### src/rtl/fpu_pkg.sv
// Shared FPU types used by the arithmetic units and by their sequencer.
package fpu_pkg;

  typedef enum logic [2:0] {
    RM_RNE = 3'd0,
    RM_RTZ = 3'd1,
    RM_RDN = 3'd2,
    RM_RUP = 3'd3,
    RM_RMM = 3'd4
  } fpu_round_mode_t;

endpackage

### src/rtl/fpu_seq_pkg.sv
// Types and constants for the FPU operation sequencer (fpu_op_sequencer).
package fpu_seq_pkg;

  typedef enum logic [1:0] {
    S_IDLE  = 2'd0,
    S_ISSUE = 2'd1,
    S_WAIT  = 2'd2,
    S_RESP  = 2'd3
  } fpu_seq_state_e;

  typedef enum logic [1:0] {
    STAT_OK      = 2'd0,
    STAT_BAD_OP  = 2'd1,
    STAT_TIMEOUT = 2'd2
  } fpu_seq_status_e;

  localparam logic [2:0] OP_ADD  = 3'd0;
  localparam logic [2:0] OP_MULT = 3'd1;
  localparam logic [2:0] OP_DIV  = 3'd2;
  localparam logic [2:0] OP_SQRT = 3'd3;

  localparam logic [3:0] SEL_NONE = 4'b0000;
  localparam logic [3:0] SEL_ADD  = 4'b0001;
  localparam logic [3:0] SEL_MULT = 4'b0010;
  localparam logic [3:0] SEL_DIV  = 4'b0100;
  localparam logic [3:0] SEL_SQRT = 4'b1000;

  localparam logic [31:0] FPU_CANONICAL_NAN = 32'h7FC0_0000;

  // Codes 4..7 have no unit and decode to SEL_NONE.
  function automatic logic [3:0] op_to_sel(input logic [2:0] op);
    case (op)
      OP_ADD:  return SEL_ADD;
      OP_MULT: return SEL_MULT;
      OP_DIV:  return SEL_DIV;
      OP_SQRT: return SEL_SQRT;
      default: return SEL_NONE;
    endcase
  endfunction

  function automatic logic op_is_valid(input logic [2:0] op);
    return op_to_sel(op) != SEL_NONE;
  endfunction

endpackage

### src/rtl/fpu_seq_watchdog.sv
// Issue-to-result cycle counter with saturation and optional timeout compare.
// Timeout compare is active only when FPU_SEQ_TIMEOUT_EN is defined.
module fpu_seq_watchdog #(
  parameter int TIMEOUT_CYCLES = 64
) (
  input  logic        clk,
  input  logic        rst_n,
  input  logic        clear,
  input  logic        load,
  input  logic        enable,
  output logic [15:0] count,
  output logic        expired
);

`ifdef FPU_SEQ_TIMEOUT_EN
  localparam logic TIMEOUT_EN = 1'b1;
`else
  localparam logic TIMEOUT_EN = 1'b0;
`endif

  localparam logic [15:0] LIMIT = 16'(TIMEOUT_CYCLES);

  logic [15:0] count_q, count_d;

  always_comb begin
    count_d = count_q;
    if (clear) begin
      count_d = '0;
    end else if (load) begin
      count_d = 16'd1;
    end else if (enable && (count_q != 16'hFFFF)) begin
      count_d = count_q + 16'd1;
    end
  end

  always_ff @(posedge clk or negedge rst_n) begin
    if (!rst_n) begin
      count_q <= '0;
    end else begin
      count_q <= count_d;
    end
  end

  assign count   = count_q;
  assign expired = TIMEOUT_EN && (count_q == LIMIT);

endmodule

### src/rtl/fpu_op_sequencer.sv
// Sequences one FPU operation at a time: accept, issue to a unit, wait, respond.
// Define FPU_SEQ_TIMEOUT_EN to abandon operations after TIMEOUT_CYCLES wait cycles.
//
// state   | meaning
// --------+-----------------------------------------------------------
// S_IDLE  | ready for a request; captures operands on handshake
// S_ISSUE | one-cycle start pulse to the selected unit, counter = 1
// S_WAIT  | counting cycles until unit_ready (or timeout)
// S_RESP  | response held until rsp_ready
module fpu_op_sequencer
  import fpu_seq_pkg::*;
#(
  parameter int TIMEOUT_CYCLES = 64
) (
  input  logic                     clk,
  input  logic                     rst_n,
  input  logic                     req_valid,
  output logic                     req_ready,
  input  logic [31:0]              req_a,
  input  logic [31:0]              req_b,
  input  logic [2:0]               req_op,
  input  fpu_pkg::fpu_round_mode_t req_mode,
  output logic                     unit_valid,
  output logic [3:0]               unit_sel,
  output logic [31:0]              unit_a,
  output logic [31:0]              unit_b,
  output fpu_pkg::fpu_round_mode_t unit_mode,
  input  logic                     unit_ready,
  input  logic [31:0]              unit_y,
  output logic                     rsp_valid,
  input  logic                     rsp_ready,
  output logic [31:0]              rsp_y,
  output logic [1:0]               rsp_status,
  output logic [15:0]              rsp_cycles
);

  fpu_seq_state_e           state_q, state_d;
  logic [31:0]              a_q, a_d;
  logic [31:0]              b_q, b_d;
  logic [2:0]               op_q, op_d;
  fpu_pkg::fpu_round_mode_t mode_q, mode_d;
  logic [31:0]              rsp_y_q, rsp_y_d;
  fpu_seq_status_e          rsp_status_q, rsp_status_d;
  logic [15:0]              rsp_cycles_q, rsp_cycles_d;

  logic        wd_clear, wd_load, wd_enable, wd_expired;
  logic [15:0] wd_count;

  fpu_seq_watchdog #(
    .TIMEOUT_CYCLES(TIMEOUT_CYCLES)
  ) u_watchdog (
    .clk    (clk),
    .rst_n  (rst_n),
    .clear  (wd_clear),
    .load   (wd_load),
    .enable (wd_enable),
    .count  (wd_count),
    .expired(wd_expired)
  );

  // Gated with rst_n so ready stays low while reset is held.
  assign req_ready = rst_n && (state_q == S_IDLE);

  always_comb begin
    state_d      = state_q;
    a_d          = a_q;
    b_d          = b_q;
    op_d         = op_q;
    mode_d       = mode_q;
    rsp_y_d      = rsp_y_q;
    rsp_status_d = rsp_status_q;
    rsp_cycles_d = rsp_cycles_q;
    wd_clear     = 1'b0;
    wd_load      = 1'b0;
    wd_enable    = 1'b0;

    case (state_q)
      S_IDLE: begin
        if (req_valid && req_ready) begin
          a_d      = req_a;
          b_d      = req_b;
          op_d     = req_op;
          mode_d   = req_mode;
          wd_clear = 1'b1;
          if (op_is_valid(req_op)) begin
            state_d = S_ISSUE;
          end else begin
            state_d      = S_RESP;
            rsp_y_d      = FPU_CANONICAL_NAN;
            rsp_status_d = STAT_BAD_OP;
            rsp_cycles_d = '0;
          end
        end
      end
      S_ISSUE: begin
        wd_load = 1'b1;
        if (unit_ready) begin
          state_d      = S_RESP;
          rsp_y_d      = unit_y;
          rsp_status_d = STAT_OK;
          rsp_cycles_d = 16'd1;
        end else begin
          state_d = S_WAIT;
        end
      end
      S_WAIT: begin
        // A result arriving on the expiry cycle still wins over the timeout.
        if (unit_ready) begin
          state_d      = S_RESP;
          rsp_y_d      = unit_y;
          rsp_status_d = STAT_OK;
          rsp_cycles_d = wd_count;
        end else if (wd_expired) begin
          state_d      = S_RESP;
          rsp_y_d      = FPU_CANONICAL_NAN;
          rsp_status_d = STAT_TIMEOUT;
          rsp_cycles_d = wd_count;
        end else begin
          wd_enable = 1'b1;
        end
      end
      S_RESP: begin
        if (rsp_ready) begin
          state_d = S_IDLE;
        end
      end
      default: state_d = S_IDLE;
    endcase
  end

  always_ff @(posedge clk or negedge rst_n) begin
    if (!rst_n) begin
      state_q      <= S_IDLE;
      a_q          <= '0;
      b_q          <= '0;
      op_q         <= '0;
      mode_q       <= fpu_pkg::RM_RNE;
      rsp_y_q      <= '0;
      rsp_status_q <= STAT_OK;
      rsp_cycles_q <= '0;
    end else begin
      state_q      <= state_d;
      a_q          <= a_d;
      b_q          <= b_d;
      op_q         <= op_d;
      mode_q       <= mode_d;
      rsp_y_q      <= rsp_y_d;
      rsp_status_q <= rsp_status_d;
      rsp_cycles_q <= rsp_cycles_d;
    end
  end

  assign unit_valid = (state_q == S_ISSUE);
  assign unit_sel   = ((state_q == S_ISSUE) || (state_q == S_WAIT)) ? op_to_sel(op_q) : SEL_NONE;
  assign unit_a     = a_q;
  assign unit_b     = b_q;
  assign unit_mode  = mode_q;
  assign rsp_valid  = (state_q == S_RESP);
  assign rsp_y      = rsp_y_q;
  assign rsp_status = rsp_status_q;
  assign rsp_cycles = rsp_cycles_q;

endmodule
### config.mk
export PLATFORM = sky130hd
export DESIGN_NAME = fpu_op_sequencer
export DESIGN_NICKNAME = d
export VERILOG_FILES = /design/src/rtl/fpu_pkg.sv /design/src/rtl/fpu_seq_pkg.sv /design/src/rtl/fpu_seq_watchdog.sv /design/src/rtl/fpu_op_sequencer.sv
export SDC_FILE = /design/constraint.sdc
export NUM_CORES = 1
export LEC_CHECK = 0
export CAP_MARGIN = 5
export CORE_UTILIZATION = 55
export DETAILED_ROUTE_END_ITERATION = 10
export DONT_BUFFER_PORTS = 1
export PLACE_DENSITY = 0.72
export REMOVE_ABC_BUFFERS = 1
export SYNTH_ARGS = -nofsm -noshare
export SYNTH_HDL_FRONTEND = slang
export SYNTH_SLANG_ARGS = --single-unit
### constraint.sdc
create_clock -name clk -period 2.9 [get_ports clk]
set_clock_uncertainty 0.15 [all_clocks]
set_input_delay 0.58 -clock clk [delete_from_list [all_inputs] [get_ports clk]]
set_output_delay 0.58 -clock clk [all_outputs]
set_load 0.02 [all_outputs]
==> out/metrics.csv <==
stage,metric,value,unit
timing,slew_headroom,0.521,
worst_setup_path,arrival,1.97,ns
worst_setup_path,crit_required,2.17,ns
clock_tree,root_buffer,clkbuf_8,
placement,gp_congestion,0.783,
synthesis,synth_edf_count,0,
timing,fmax,371,MHz
global_route,antenna_found_initial,0,
global_route,grt_pass1_vias,3294,
status,violations,hold timing,
placement,post_dp_cell_area,0.00576,mm2
status,status,"complete, but fails checks",
timing,final_hold_viol_count,137,
synthesis,syn_inst,431,
worst_setup_path,crit_fanout,9,
worst_hold_path,hold_class,primary input to asynchronous set/reset pin,
drt,wire_per_inst,19.9,um
pwr,leakagePower,2.80,nW
timing,fin_crit_sh,0.930,
cells_and_area,synthToLayoutAreaGrowth,12.9,%
synthesis,ys_ff_latch,137,
synthesis,synth_top_area_cell,dfrtp_1,
drt,viasPerCell,5.89,
cells_and_area,antenna_cells,0,
drt,route.antenna.remaining_nets,0,
synthesis,synth_top_flop_cell,dfrtp_1,
worst_setup_path,critical_path_class,register to output pin,
worst_setup_path,timing.rr.start,state_q[1],
placement,io_buffers,0,
placement,dp_hpwl,8070,um
clock_tree,clkLatencyLatePin,0.51,ns
clock_tree,cts_inserted_buffers,17,
run,maxCapViolCount,0,
placement,place_inst,550,
floorplan,initial_utilization,0.571,
pwr,finalPower,0.00795,W
floorplan,fp.dieW,103,um
floorplan,boundaryPins,231,
floorplan,coreArea,0.00986,mm2
synthesis,ys_types,56,
worst_setup_path,reg2regPathDepth,5,
cells_and_area,fill_cells,724,
synthesis,yosys_warnings,0,
floorplan,die_h,103,um
cells_and_area,final-instance-count-excl-fill,582,
drt,drcViolationCount,0,
cells_and_area,fin_nets,549,
floorplan,die_area,0.0107,mm2
floorplan,rows,36,
pwr,p_per_area,1250,mW/mm2
global_route,grt_overflow,0,
synthesis,avgSynthCellArea,13.1,um2
clock_tree,post_cts_buffers,0,
clock_tree,clock_sinks,137,
timing,setup_viol,0,
clock_tree,clk_pin_slew,0.06,ns
synthesis,synthTopCellsByCount,"dfrtp_1, mux2_2, nand2_1, a22o_1, o21ai_1",
clock_tree,htreeDepth,4,
drt,drt-initial-drc-count,133,
worst_setup_path,cp-end-kind,output pin,
worst_setup_path,r2r-end,rsp_y[2],
timing,hold-worst-slack,-0.381,ns
drt,postRouteWirelength,11600,um
synthesis,synth-async-reset-ratio,1.00,
synthesis,syn_area,0.00563,mm2
global_route,grtUsageTotal,0.220,
clock_tree,cts_tree,built,
worst_setup_path,r2r_setup_slack,0.61,ns
global_route,grt_pass1_wl,17100,um
cells_and_area,design_area,0.00636,mm2
timing,period_minus_slack,2.70,ns
clock_tree,cts_buffer_depth,2,
clock_tree,cts-resized-gates,0,
timing,grt_setup_unrepaired,no,
drt,routed-via-count,3429,
pwr,ir_drop,694,uV
worst_setup_path,startpoint_type,register,
timing,report.final.slew_viol_count,0,
synthesis,netlist_top_cells_area,"dfrtp_1, mux2_2, a22o_1",
drt,first_pass_iters,4,
synthesis,synth.top_cell.area_share,0.608,
synthesis,yosysSeqAreaShare,0.608,
timing,tightest_slew,0.718,ns
synthesis,synth_most_common_cell,dfrtp_1,
cells_and_area,drive_gt1_frac,0.272,
global_route,grt_max_degree,141,
-- metrics by stage --
| step | TNS [ns] | util | setup WS [ns] |
|---|---|---|---|
| 2_1_floorplan | -0.850 | - | -0.238 |
| 3_3_place_gp | 0 | 0.584 | 0.722 |
| 3_5_place_dp | 0 | 0.584 | 0.609 |
| 4_1_cts | 0 | 0.645 | 0.178 |
| 5_1_grt | 0 | 0.645 | 0.104 |
| 6_report | 0 | 0.645 | 0.203 |
-- cell usage in the layout, fill, tap and decap left out, types with 4 or more instances in the layout --
master     Yosys  final
o21ai_1       21     21
or3_1          5      5
nand4_1        4      4
mux2_2        69     69
o21ai_0        4      4
ha_1           6      6
buf_4          3     10
a211oi_1       4      4
nand3_1        6      6
a22o_1        23     23
o22a_1         9      9
dfrtp_1      137    137
clkbuf_8       0      4
inv_1          6      6
a21oi_1       10     10
clkbuf_16      0     16
nand2_1       43     43
nor2_1         7      7
nor3_1         4      4
-- registers in the layout (all words and copies together), names as in the netlist --
name	flops
unit_a	32
unit_b	32
op_q	3
rsp_y	32
u_watchdog.count	16
unit_mode	3
state_q	2
rsp_cycles	16
rsp_status	1
-- final cells by class --
class,instances,area (um2),share of cell area
Inverter,6,22.5,0.00354
Tap cell,133,166,0.0262
Sequential cell,137,3430,0.539
Clock buffer,22,463,0.0728
Clock inverter,10,141,0.0222
Multi-Input combinational cell,264,2070,0.325
Timing Repair Buffer,10,75.1,0.0118
-- cell families (layout without fill, tap and decap cells) --
group | Yosys count | after routing | synth area share
AOI/OAI and AO/OA | 86 | 86 | 0.107
adders and majority gates | 6 | 6 | 0.0133
buffers and inverters | 30 | 48 | 0.0262
muxes | 72 | 72 | 0.143
DFF | 137 | 137 | 0.608
other | 1 | 1 | 0.000666
and+or+nand+nor | 99 | 99 | 0.101
-- report_power, final --
part           total (W)  leakage, nW  switching, W  internal (W)
Clock            0.00216        0.292      0.000776       0.00138
Sequential       0.00404         1.71       0.00140       0.00265
Combinational    0.00175        0.799      0.000872      0.000876
-- worst max-delay path, cell delays in order (launching register included) --
cell and delay (ns):
dfrtp_1 0.40, inv_1 0.10, ha_1 0.44, nor4bb_1 0.32, buf_4 0.19
-- how the worst max path moves through the flow --
stage / start / to / slack [ns] / cells past startpoint
floorplan: state_q[0] / state_q[0] / -0.24 / 6
global placement: state_q[1] / rsp_y[8] / 0.72 / 5
detailed placement: state_q[1] / rsp_y[2] / 0.61 / 5
CTS: state_q[1] / unit_sel[1] / 0.18 / 4
global route: state_q[1] / unit_sel[0] / 0.10 / 4
finish: state_q[1] / unit_sel[1] / 0.20 / 4
-- layer usage --
layer,vias to the layer above,share of wire,GRT usage
li1,1570,-,-
met5,-,0,0
met4,0,0.0088,0.0910
met2,144,0.51,0.354
met1,1708,0.40,0.269
met3,7,0.078,0.0827
(Power assumes the default switching activity.)
